File: config.mk
export PLATFORM = sky130hd
export DESIGN_NAME = fma16_arbiter
export DESIGN_NICKNAME = d
export VERILOG_FILES = /design/src/rtl/fma16_arbiter.sv
export SDC_FILE = /design/constraint.sdc
export NUM_CORES = 1
export LEC_CHECK = 0
export ABC_AREA = 1
export BUFFER_PORTS_ARGS = -buffer_cell sky130_fd_sc_hd__buf_2
export CORE_AREA = 2 2 137 139
export CTS_BUF_LIST = sky130_fd_sc_hd__clkbuf_8
export DETAILED_ROUTE_END_ITERATION = 10
export DIE_AREA = 0 0 139 141
export GPL_ROUTABILITY_DRIVEN = 1
export PLACE_DENSITY = 0.69
export SLEW_MARGIN = 20
export SYNTH_ARGS = -nofsm -noshare
export SYNTH_HDL_FRONTEND = slang
export SYNTH_SLANG_ARGS = --single-unit
File: constraint.sdc
create_clock -name clk -period 3.4 [get_ports clk]
set_input_delay 0 -clock clk [delete_from_list [all_inputs] [get_ports clk]]
set_output_delay 0 -clock clk [all_outputs]
set_load 0.05 [all_outputs]
File: src/rtl/fma16_arbiter.sv
// Round-robin front end for one shared combinational fma16 datapath: grants one
// requester per cycle into an issue stage (S1) and captures results in a response stage (S2).
module fma16_arbiter #(
  parameter int NREQ = 4,
  parameter int IDW  = $clog2(NREQ)
) (
  input  logic              clk,
  input  logic              reset,
  input  logic [NREQ-1:0]   req_valid,
  output logic [NREQ-1:0]   req_ready,
  input  logic [16*NREQ-1:0] req_x,
  input  logic [16*NREQ-1:0] req_y,
  input  logic [16*NREQ-1:0] req_z,
  input  logic [6*NREQ-1:0] req_op,
  output logic [15:0]       fma_x,
  output logic [15:0]       fma_y,
  output logic [15:0]       fma_z,
  output logic              fma_mul,
  output logic              fma_add,
  output logic              fma_negp,
  output logic              fma_negz,
  output logic [1:0]        fma_roundmode,
  input  logic [15:0]       fma_result,
  output logic              rsp_valid,
  input  logic              rsp_ready,
  output logic [IDW-1:0]    rsp_id,
  output logic [15:0]       rsp_result,
  output logic [31:0]       ops_done
);

  localparam int IW = IDW + 1;
  localparam logic [IDW:0] NREQ_W = IW'(NREQ);

  // Issue stage
  logic           s1_valid_q, s1_valid_d;
  logic [IDW-1:0] s1_id_q, s1_id_d;
  logic [15:0]    s1_x_q, s1_x_d;
  logic [15:0]    s1_y_q, s1_y_d;
  logic [15:0]    s1_z_q, s1_z_d;
  logic [5:0]     s1_op_q, s1_op_d;

  // Response stage and bookkeeping
  logic           rsp_valid_q, rsp_valid_d;
  logic [IDW-1:0] rsp_id_q, rsp_id_d;
  logic [15:0]    rsp_result_q, rsp_result_d;
  logic [IDW-1:0] ptr_q, ptr_d;
  logic [31:0]    ops_done_q, ops_done_d;

  logic           s2_load;
  logic           s1_accept;
  logic           found;
  logic           grant;
  logic [IDW-1:0] win_id;
  logic [IDW:0]   cand;
  logic [IDW:0]   win_nxt;
  logic [15:0]    sel_x, sel_y, sel_z;
  logic [5:0]     sel_op;

  // Handshakes: a transfer happens on a rising edge where valid & ready are both 1.
  // req_ready is asserted only for the round-robin winner and only when S1 can take it;
  // rsp_valid stays high with stable rsp_id/rsp_result until rsp_ready is seen.
  always_comb begin
    s2_load   = s1_valid_q & (~rsp_valid_q | rsp_ready);
    s1_accept = ~s1_valid_q | s2_load;

    found  = 1'b0;
    win_id = '0;
    cand   = '0;
    for (int k = 0; k < NREQ; k++) begin
      cand = {1'b0, ptr_q} + IW'(k);
      if (cand >= NREQ_W) cand = cand - NREQ_W;
      if (!found && req_valid[cand[IDW-1:0]]) begin
        found  = 1'b1;
        win_id = cand[IDW-1:0];
      end
    end

    grant     = found & s1_accept & ~reset;
    req_ready = '0;
    if (grant) req_ready[win_id] = 1'b1;

    sel_x  = '0;
    sel_y  = '0;
    sel_z  = '0;
    sel_op = '0;
    for (int i = 0; i < NREQ; i++) begin
      if (win_id == IDW'(i)) begin
        sel_x  = req_x[16*i +: 16];
        sel_y  = req_y[16*i +: 16];
        sel_z  = req_z[16*i +: 16];
        sel_op = req_op[6*i +: 6];
      end
    end

    win_nxt = {1'b0, win_id} + IW'(1);
    if (win_nxt == NREQ_W) win_nxt = '0;
  end

  always_comb begin
    s1_valid_d   = s1_valid_q;
    s1_id_d      = s1_id_q;
    s1_x_d       = s1_x_q;
    s1_y_d       = s1_y_q;
    s1_z_d       = s1_z_q;
    s1_op_d      = s1_op_q;
    rsp_valid_d  = rsp_valid_q;
    rsp_id_d     = rsp_id_q;
    rsp_result_d = rsp_result_q;
    ptr_d        = ptr_q;
    ops_done_d   = ops_done_q + 32'(rsp_valid_q & rsp_ready);

    if (grant) begin
      s1_valid_d = 1'b1;
      s1_id_d    = win_id;
      s1_x_d     = sel_x;
      s1_y_d     = sel_y;
      s1_z_d     = sel_z;
      s1_op_d    = sel_op;
      ptr_d      = win_nxt[IDW-1:0];
    end else if (s2_load) begin
      s1_valid_d = 1'b0;
    end

    // S2 may drain and refill in the same cycle, so load takes priority over clear.
    if (s2_load) begin
      rsp_valid_d  = 1'b1;
      rsp_id_d     = s1_id_q;
      rsp_result_d = fma_result;
    end else if (rsp_valid_q & rsp_ready) begin
      rsp_valid_d = 1'b0;
    end
  end

  always_ff @(posedge clk) begin
    if (reset) begin
      s1_valid_q   <= 1'b0;
      s1_id_q      <= '0;
      s1_x_q       <= '0;
      s1_y_q       <= '0;
      s1_z_q       <= '0;
      s1_op_q      <= '0;
      rsp_valid_q  <= 1'b0;
      rsp_id_q     <= '0;
      rsp_result_q <= '0;
      ptr_q        <= '0;
      ops_done_q   <= '0;
    end else begin
      s1_valid_q   <= s1_valid_d;
      s1_id_q      <= s1_id_d;
      s1_x_q       <= s1_x_d;
      s1_y_q       <= s1_y_d;
      s1_z_q       <= s1_z_d;
      s1_op_q      <= s1_op_d;
      rsp_valid_q  <= rsp_valid_d;
      rsp_id_q     <= rsp_id_d;
      rsp_result_q <= rsp_result_d;
      ptr_q        <= ptr_d;
      ops_done_q   <= ops_done_d;
    end
  end

  // An empty issue stage presents all-zero inputs to the datapath.
  assign fma_x         = s1_valid_q ? s1_x_q : 16'h0000;
  assign fma_y         = s1_valid_q ? s1_y_q : 16'h0000;
  assign fma_z         = s1_valid_q ? s1_z_q : 16'h0000;
  assign fma_roundmode = s1_valid_q ? s1_op_q[5:4] : 2'b00;
  assign fma_mul       = s1_valid_q & s1_op_q[3];
  assign fma_add       = s1_valid_q & s1_op_q[2];
  assign fma_negp      = s1_valid_q & s1_op_q[1];
  assign fma_negz      = s1_valid_q & s1_op_q[0];

  assign rsp_valid  = rsp_valid_q;
  assign rsp_id     = rsp_id_q;
  assign rsp_result = rsp_result_q;
  assign ops_done   = ops_done_q;

endmodule

==> qor.csv, run 1 <==
metric;value;unit
status;completed;
fin crit share;92.1;%
DRC;0;
die width;139;µm
Via Count;8703;
VDD IR-drop max;0.000623;V
CP max stage delay;610;ps
Final nets;1735;
number of synthesized flops with an enable pin;0;
# H-tree levels;3;
post-DP HPWL;17.6;mm
cell taking the most area after synthesis;dfxtp_1;
Synth Register Bits;110;
Mapped Area;0.00662;mm²
total CTS buffers;9;
measured slew at the worst slew-check pin;960;ps
fin. max-slew vios;0;
post-synth top area share;33.3;%
most frequent CP cell;nand2_1;
clk slew on worst S/H paths;120;ps
hold_ws;10.2;ps
Overflow after GRT;0;
TritonRoute pass-1 iters;5;
Finished Cell Area;0.00996;mm²
input/output buffers;347;
Die Area;0.0196;mm²
RD Place Congestion;0.902;
clk_lat worst skew;390;ps
fraction of layout instances using a drive strength above 1;28.4;%
starting density of the core;36.2;%
syn_area_per_cell;6.23;µm²
Fill cells;1825;
multi-input gate area in the final layout;0.00377;mm²
maximum clock path buffer count;2;
Seq/Total Area, Yosys;33.3;%
Worst Hold Class;in -> reg;
crit path DAT;3470;ps
Rows;50;
First DRT Iteration DRCs;437;
TritonCTS clock tree;built;
Yosys warnings;0;
Routed WL;26.0;mm
Via density;5.02;
GRT Overall Usage;25.2;%
distinct cell type count after synthesis;33;
final hold vios;0;
crit end category;flip-flop;
Die H;141;µm
first-pass GRT wire length;40.2;mm
post-route ant nets;0;
static leakage;0.00537;µW
commonest cells in the netlist;351 x nand2_1, 110 x dfxtp_1, 97 x inv_1;
final core occ;54.5;%
Net Count, Synth;1306;
fmax;0.319;GHz
gate count after technology mapping;1061;
Maximum Capacitance Violations;0;
CTS Sinks;110;
vias in the first global route;8359;
WL per Instance;15.0;µm
crit-path cells;inv_2 > nand2_1 > nand2_1 > nand2_1 > nand2_1 > nor2_4 > nand4_1 > nand3_2 > inv_1 > ha_2 > nor2_4 > buf_12 > nand2_1 > nand2_1 > o21ai_0 > nand2_1 > o211ai_1 > dlygate4sd3_1 > nand2_1;
initial antenna violation count;6;
largest net degree at the start of global routing;86;
crit path max fanout;27;
crit path time final;3130;ps
async set-reset flop share out of synthesis;0;%
Setup CP Type;reg -> reg;
Top delay family on crit path;simple AND/OR/NAND/NOR gates;
Crit path required time;3740;ps
area of the core;0.0183;mm²
top-count cell post-synth;nand2_1;
Synth area leaders;dfxtp_1 33%, nand2_1 20%, o21ai_0 6.6%;
instance area after placement;0.00853;mm²
CP max stage cell;dlygate4sd3_1;
worst path buffer plus inverter count;4;
prevailing post-synth register cell;dfxtp_1;
max-slew headroom at the worst pin;36.0;%
register area;0.00221;mm²
crit start category;flip-flop;
Setup violations, final;0;
# IOs;348;
area growth from synthesis to layout;50.5;%
power density over the cells;1080;mW/mm²
clk root buf;clkbuf_8;
Layout Skew;13.2;ps
-- area by class of cell --
cell class                 instances  area share, %
multi-input combinational        783           37.8
timing repair buffer             484           31.2
sequential                       110           22.2
inverter                         102           3.90
tap                              234           2.94
clock buffer                       9           1.24
clock inverter                     7          0.653
antenna                            4          0.101
-- power breakdown --
group / total (µW) / internal (µW) / switching (µW)
sequential: 1860 / 1670 / 194
combinational: 8110 / 3050 / 5050
clock: 802 / 285 / 517
-- repair_timing --
item / CTS / global route
buffers inserted: 0 / 1
hold endpoints to repair: 71 / 0
hold buffers: 118 / 0
gates resized for setup: 0 / 8
endpoints found under the setup margin: 0 / 38
-- worst paths after layout --
check	to	slack [ps]	start	cells after the start
hold reg to reg	s1_id_q[0]	470	s1_id_q[0]	2
setup / recovery	s1_op_q[3]	270	ptr_q[0]	19
setup reg to reg	s1_op_q[3]	270	ptr_q[0]	19
hold / removal	s1_x_q[2]	10	req_x[34]	5
-- through the flow --
step,total power [µW],setup TNS [ps],worst slack [ps],std cells
after floorplan,7140,0,750,1061
after global placement,8910,0,518,1593
after detailed placement,8990,0,454,1593
after CTS,10600,0,6.84,1727
after global routing,11800,-4.28,-4.28,1733
final,10800,0,269,1733
-- tightest hold or removal path: stages --
cell and delay (ps):
buf_2 70, o21ai_0 60, nand2_1 70, o211ai_2 90
nand2_1 60
-- layout by cell type, fill, tap and decap left out, types with 7 or more instances in the layout --
cell | netlist | routed
a21oi_1 | 76 | 76
buf_2 | 9 | 347
buf_4 | 1 | 16
clkbuf_8 | 0 | 9
dfxtp_1 | 110 | 107
dlygate4sd3_1 | 0 | 118
inv_1 | 97 | 95
nand2_1 | 351 | 351
nand3_1 | 73 | 72
nand4_1 | 10 | 10
nor2_1 | 81 | 80
nor3_1 | 15 | 15
o211ai_1 | 35 | 35
o211ai_2 | 19 | 19
o21ai_0 | 87 | 87
or2_2 | 7 | 7
-- metal layers --
layer / up-vias / wire length (µm) / GRT usage, %
li1: 4307 / - / -
met1: 3933 / 10600 / 29.0
met2: 396 / 12500 / 44.3
met3: 63 / 2010 / 6.25
met4: 4 / 849 / 11.5
met5: - / 32 / 0
-- sequential cells by signal, indices dropped and copies added (netlist names) --
register	count
ops_done	32
ptr_q	2
rsp_id	2
rsp_result	16
rsp_valid	1
s1_id_q	2
s1_op_q	6
s1_valid_q	1
s1_x_q	16
s1_y_q	16
s1_z_q	16
-- logic make-up (layout without fill, tap and decap cells) --
logic type / count (synthesis) / after routing / synth area share, %
xor gates and xnor gates: 7 / 7 / 0.927
and+or+nand+nor: 548 / 548 / 34.1
adders and majority gates: 6 / 6 / 1.13
other: 0 / 4 / 0
DFF: 110 / 110 / 33.3
buffers and inverters: 168 / 602 / 10.1
AOI/OAI and AO/OA: 222 / 222 / 20.4
No activity file was read; power rests on OpenSTA's default activity.
==> run 2: changes to the inputs <==
--- a/config.mk
+++ b/config.mk
@@ -9,10 +9,11 @@
 export BUFFER_PORTS_ARGS = -buffer_cell sky130_fd_sc_hd__buf_2
 export CORE_AREA = 2 2 137 139
 export CTS_BUF_LIST = sky130_fd_sc_hd__clkbuf_8
+export CTS_CLUSTER_DIAMETER = 150
 export DETAILED_ROUTE_END_ITERATION = 10
 export DIE_AREA = 0 0 139 141
 export GPL_ROUTABILITY_DRIVEN = 1
-export PLACE_DENSITY = 0.69
+export PLACE_DENSITY = 0.73
 export SLEW_MARGIN = 20
 export SYNTH_ARGS = -nofsm -noshare
 export SYNTH_HDL_FRONTEND = slang
==> constraint.sdc (replaced) <==
create_clock -name clk -period 2.99 [get_ports clk]
set_input_delay 0 -clock clk [delete_from_list [all_inputs] [get_ports clk]]
set_output_delay 0 -clock clk [all_outputs]
set_load 0.05 [all_outputs]
==> qor.csv, run 2 (synthesized netlist as in run 1, its figures left out) <==
metric;value;unit;change
status;completed;;
Crit path required time;2990;ps;-750 ps
RD Place Congestion;0.885;;-1.9%
crit end category;output pin;;
Overflow after GRT;0;;unchanged
crit path max fanout;28;;+3.7%
initial antenna violation count;6;;unchanged
area of the core;0.0183;mm²;unchanged
fin. max-slew vios;0;;unchanged
TritonCTS clock tree;built;;
post-route ant nets;0;;unchanged
clk_lat worst skew;400;ps;about the same
WL per Instance;15.4;µm;+3.0%
First DRT Iteration DRCs;447;;+2.3%
measured slew at the worst slew-check pin;991;ps;+30.8 ps
die width;139;µm;unchanged
CTS Sinks;110;;unchanged
# IOs;348;;unchanged
Via Count;8942;;+2.7%
largest net degree at the start of global routing;86;;unchanged
setup TNS;0;ps;unchanged
most frequent cells in the layout;351 x nand2_1, 345 x buf_2, 122 x dlygate4sd3_1, 108 x dfxtp_1, 96 x inv_1;;
GRT Overall Usage;26.3;%;+1.1 points
input/output buffers;347;;unchanged
Fill cells;1744;;-4.4%
post-DP HPWL;17.6;mm;about the same
starting density of the core;36.2;%;unchanged
Routed WL;26.9;mm;+3.5%
power density over the cells;1160;mW/mm²;+7.4%
final worst slack;207;ps;-62.3 ps
fmax;0.359;GHz;
maximum clock path buffer count;2;;unchanged
Die H;141;µm;unchanged
vias in the first global route;8696;;+4.0%
VDD IR-drop max;0.000801;V;+29%
fraction of layout instances using a drive strength above 1;28.4;%;+0.049 points
DRC;0;;unchanged
Maximum Capacitance Violations;0;;unchanged
final hold vios;0;;unchanged
Via density;5.13;;+2.2%
crit start category;flip-flop;;
Setup CP Type;reg -> out;;
crit path DAT;2780;ps;-690 ps
Rows;50;;unchanged
most common cell after layout, fill and taps aside;nand2_1;;
clk root buf;clkbuf_8;;
Worst Hold Class;in -> reg;;
Layout Skew;16.2;ps;+2.98 ps
dpl ws;38.0;ps;-416 ps
first-pass GRT wire length;41.9;mm;+4.1%
clk slew on worst S/H paths;120;ps;about the same
Final nets;1743;;+0.46%
RSZ-0062 raised after global routing;no;;
Die Area;0.0196;mm²;unchanged
max reg flops;32;;unchanged
# H-tree levels;3;;unchanged
crit path time final;2780;ps;
TritonRoute pass-1 iters;5;;unchanged
area growth from synthesis to layout;52.7;%;
fin crit share;93.1;%;
max-slew headroom at the worst pin;34.0;%;-2.1 points
total CTS buffers;9;;unchanged
Power, Total;11700;µW;+8.9%
static leakage;0.00549;µW;+2.2%
Setup violations, final;0;;unchanged
-- run 2: changes by cell type in the layout (fill, tap and decap cells not counted), moves of 2 or more --
cell	previous run	this run
dlygate4sd3_1	118	122
buf_12	2	5
a21oi_1	76	74
a21oi_2	0	2
buf_2	347	345
inv_6	5	3
-- run 2: path summary, 6_finish.rpt --
kind | cells past startpoint | startpoint | endpoint | slack, ps
worst min-delay path | 5 | req_op[16] | s1_op_q[4] | 30
worst min register to register | 2 | s1_id_q[0] | s1_id_q[0] | 480
worst max register to register | 18 | ptr_q[1] | s1_x_q[11] | 260
worst max-delay path | 15 | ptr_q[1] | req_ready[3] | 210
-- run 2: power by group --
group | switching (µW) | leakage [µW] | internal [µW]
Clock | 594 | 0.000102 | 331
Combinational | 5670 | 0.00448 | 3010
Sequential | 229 | 0.000907 | 1900
Total | 6490 | 0.00549 | 5240
-- run 2: layer usage --
layer	track usage [%]	vias to the layer above	routed length (µm)
met1	30.4	4039	10600
met4	14.1	0	1250
met2	45.3	474	12900
li1	-	4322	-
met3	6.32	107	2130
met5	0	-	0
-- run 2: metrics by stage --
| step | hold slack [ps] | cell area, µm² | utilization [%] | std cells |
|---|---|---|---|---|
| detailed placement | 229 | 8580 | 46.9 | 1596 |
| floorplan | 127 | 6620 | - | 1061 |
| global route | 24.9 | 10100 | 55.3 | 1742 |
| finish | 25.1 | 10100 | 55.3 | 1742 |
| CTS | 0.275 | 10000 | 54.7 | 1734 |
| global placement | 226 | 8580 | 46.9 | 1596 |
-- run 2: critical path: stages, from the launching register on --
cell,delay [ps]
dfxtp_1,470
inv_2,100
nand2_1,70
nand2_1,90
nand2_1,110
nand2_1,90
nor2_4,130
nand3_1,80
nand2_1,100
nand2_1,110
inv_1,100
ha_1,180
bufinv_16,230
buf_12,180
nor2_1,140
buf_6,180
-- run 2: what timing repair did --
| item | 4_1_cts | 5_1_grt |
|---|---|---|
| pin swaps | 0 | 1 |
| setup buffers | 0 | 3 |
| endpoints found under the hold margin | 72 | 0 |
| endpoints found under the setup margin | 2 | 56 |
| cloned | 0 | 0 |
| gates resized for setup | 1 | 17 |
| hold buffers | 122 | 0 |
-- run 2: final cells by class --
class                      count  area (µm²)  area share (%)
clock inverter                 7        75.1           0.743
inverter                     102         409            4.05
clock buffer                   9         124            1.23
antenna                        5        12.5           0.124
sequential                   110        2210            21.9
multi-input combinational    783        3770            37.3
tap                          234         293            2.90
timing repair buffer         492        3210            31.8
==> run 3: changes to the inputs <==
--- a/config.mk
+++ b/config.mk
@@ -5,7 +5,6 @@
 export SDC_FILE = /design/constraint.sdc
 export NUM_CORES = 1
 export LEC_CHECK = 0
-export ABC_AREA = 1
 export BUFFER_PORTS_ARGS = -buffer_cell sky130_fd_sc_hd__buf_2
 export CORE_AREA = 2 2 137 139
 export CTS_BUF_LIST = sky130_fd_sc_hd__clkbuf_8
@@ -13,7 +12,7 @@
 export DETAILED_ROUTE_END_ITERATION = 10
 export DIE_AREA = 0 0 139 141
 export GPL_ROUTABILITY_DRIVEN = 1
-export PLACE_DENSITY = 0.73
+export PLACE_DENSITY = 0.7
 export SLEW_MARGIN = 20
 export SYNTH_ARGS = -nofsm -noshare
 export SYNTH_HDL_FRONTEND = slang
==> constraint.sdc (replaced) <==
create_clock -name clk -period 2.99 [get_ports clk]
set_input_delay 0.1495 -clock clk [delete_from_list [all_inputs] [get_ports clk]]
set_output_delay 0.1495 -clock clk [all_outputs]
set_load 0.01 [all_outputs]
==> qor.csv, run 3 <==
metric;value;unit;change
most common cell after layout, fill and taps aside;buf_2;;
max-slew headroom at the worst pin;27.4;%;-6.6 points
VDD IR-drop max;0.000348;V;-57%
Setup violations, final;0;;unchanged
clk_lat worst skew;400;ps;about the same
Die Area;0.0196;mm²;unchanged
TritonCTS clock tree;built;;
clk root buf;clkbuf_8;;
Worst Hold Class;in -> reg;;
setup TNS;0;ps;unchanged
DRC;0;;unchanged
fin. max-slew vios;0;;unchanged
post-route ant nets;0;;unchanged
largest net degree at the start of global routing;66;;-23%
max reg flops;32;;unchanged
static leakage;0.00409;µW;-26%
power density over the cells;479;mW/mm²;-59%
Net Count, Synth;1032;;-21%
Fill cells;1846;;+5.8%
post-DP HPWL;16.1;mm;-8.7%
# IOs;348;;unchanged
status;completed;;
Rows;50;;unchanged
top-count cell post-synth;a21oi_1;;
RD Place Congestion;0.882;;-0.38%
total CTS buffers;9;;unchanged
Die H;141;µm;unchanged
area of the core;0.0183;mm²;unchanged
maximum clock path buffer count;2;;unchanged
First DRT Iteration DRCs;383;;-14%
input/output buffers;347;;unchanged
number of synthesized flops with an enable pin;0;;unchanged
cell taking the most area after synthesis;dfxtp_1;;
GRT Overall Usage;21.8;%;-4.6 points
starting density of the core;33.2;%;-3.1 points
distinct cell type count after synthesis;32;;-3.0%
async set-reset flop share out of synthesis;0;%;unchanged
Final nets;1344;;-23%
measured slew at the worst slew-check pin;1090;ps;+98.7 ps
crit-path cells;a21o_1 > a21oi_1 > o21ai_0 > inv_1 > ha_4 > buf_12 > and2_1 > buf_2;;
first-pass GRT wire length;34.6;mm;-17%
Via density;5.39;;+5.1%
clk slew on worst S/H paths;130;ps;about the same
fin crit share;92.8;%;-0.29 points
WL per Instance;17.1;µm;+11%
crit path DAT;2630;ps;-150 ps
Yosys warnings;0;;unchanged
most frequent cells in the layout;347 x buf_2, 200 x a21oi_1, 109 x dfxtp_1, 63 x inv_1, 60 x and2_1;;
Synth Register Bits;110;;unchanged
fmax;0.360;GHz;+0.31%
post-synth top area share;36.4;%;+3.1 points
Via Count;7227;;-19%
# H-tree levels;3;;unchanged
final hold vios;0;;unchanged
Mapped Area;0.00606;mm²;-8.4%
area growth from synthesis to layout;38.1;%;
Seq/Total Area, Yosys;36.4;%;+3.1 points
post-CTS setup buffer count;0;;unchanged
CP max stage delay;560;ps;+90 ps
initial antenna violation count;2;;-4
Power, Total;4010;µW;-66%
Overflow after GRT;0;;unchanged
syn_area_per_cell;7.70;µm²;+23%
CP max stage cell;ha_4;;
fraction of layout instances using a drive strength above 1;35.6;%;+7.2 points
crit path time final;2770;ps;-8.58 ps
Routed WL;23.0;mm;-15%
crit start category;flip-flop;;
prevailing post-synth register cell;dfxtp_1;;
gate count after technology mapping;787;;-26%
Layout Skew;18.4;ps;+2.22 ps
Maximum Capacitance Violations;0;;unchanged
Setup CP Type;reg -> out;;
Crit path required time;2840;ps;-150 ps
crit end category;output pin;;
Synth area leaders;dfxtp_1 36%, a21oi_1 17%, a211o_1 8.1%;;
TritonRoute pass-1 iters;5;;unchanged
CTS Sinks;110;;unchanged
RSZ-0062 raised after global routing;no;;
die width;139;µm;unchanged
commonest cells in the netlist;200 x a21oi_1, 110 x dfxtp_1, 72 x clkbuf_1;;
vias in the first global route;6605;;-24%
crit path max fanout;51;;+82%
## run 3: changes by cell type after synthesis, sizes merged, moves of 54 or more
cell / delta
nand2: -306
o21ai: -77
a221oi: +54
o211ai: -54
nor2: -64
and2: +60
a211o: +56
a21oi: +124
nand3: -63
## run 3: final timing paths
path	to	cells after the start	startpoint	slack, ps
worst min-delay path	s1_z_q[9]	3	req_z[57]	20
worst min register to register	rsp_id[1]	2	s1_id_q[1]	460
worst max register to register	s1_x_q[4]	9	ptr_q[1]	460
worst max-delay path	req_ready[2]	8	ptr_q[1]	220
## run 3: area by class of cell
type                    instances  area (µm²)  share of cell area (%)
diodes                          2        5.00                  0.0598
well taps                     234         293                    3.50
multi-input cells             536        3370                    40.3
repair buffers                378        2050                    24.5
inverters                      64         240                    2.87
flip-flops and latches        110        2200                    26.3
clock buffers                   9         124                    1.48
clock inverters                 7        80.1                   0.957
## run 3: repair_timing
action | in CTS | in global routing
hold buffers | 16 | 0
hold endpoints to repair | 16 | 0
resized for setup | 0 | 0
## run 3: worst max-delay path: cells and delay by family (launching register included)
family | cells | cell delay (ps)
and+or+nand+nor | 1 | 150
AOI/OAI and AO/OA | 3 | 480
adders and majority gates | 1 | 560
DFF | 1 | 350
buffers and inverters | 3 | 650
## run 3: power by group
| part | internal (µW) | switching, µW |
|---|---|---|
| combinational | 623 | 706 |
| clock | 340 | 626 |
| sequential | 1630 | 86.7 |
## run 3: kinds of logic (layout without fill, tap and decap cells)
| logic type | after synthesis | after routing | synth area share, % |
|---|---|---|---|
| compound gates | 335 | 335 | 35.1 |
| other cells | 0 | 2 | 0 |
| xor+xnor | 12 | 12 | 1.74 |
| simple gates | 181 | 181 | 16.4 |
| flops | 110 | 110 | 36.4 |
| mux | 2 | 2 | 0.372 |
| fa+ha+maj | 6 | 6 | 1.24 |
| buf+inv | 141 | 458 | 8.78 |
## run 3: metrics by stage
| step | instance area, µm² | setup WS, ps | instances | hold WS [ps] | utilization, % |
|---|---|---|---|---|---|
| after global routing | 8360 | 2.79 | 1338 | 21.4 | 45.8 |
| after global placement | 8000 | 589 | 1306 | 391 | 43.8 |
| final | 8360 | 215 | 1340 | 24.2 | 45.8 |
| after CTS | 8360 | 200 | 1338 | 1.77 | 45.8 |
| after detailed placement | 8000 | 503 | 1306 | 400 | 43.8 |
| after floorplan | 6060 | 793 | 787 | 285 | - |
## run 3: per-layer routing
metal | part of all wire [%] | up-vias | wire, µm | GRT usage [%]
met5 | 0.057 | - | 13 | 0
met4 | 2.3 | 2 | 535 | 7.28
met3 | 8.3 | 41 | 1900 | 5.67
met2 | 49 | 330 | 11200 | 36.7
met1 | 40 | 3396 | 9270 | 27.2
li1 | - | 3458 | - | -
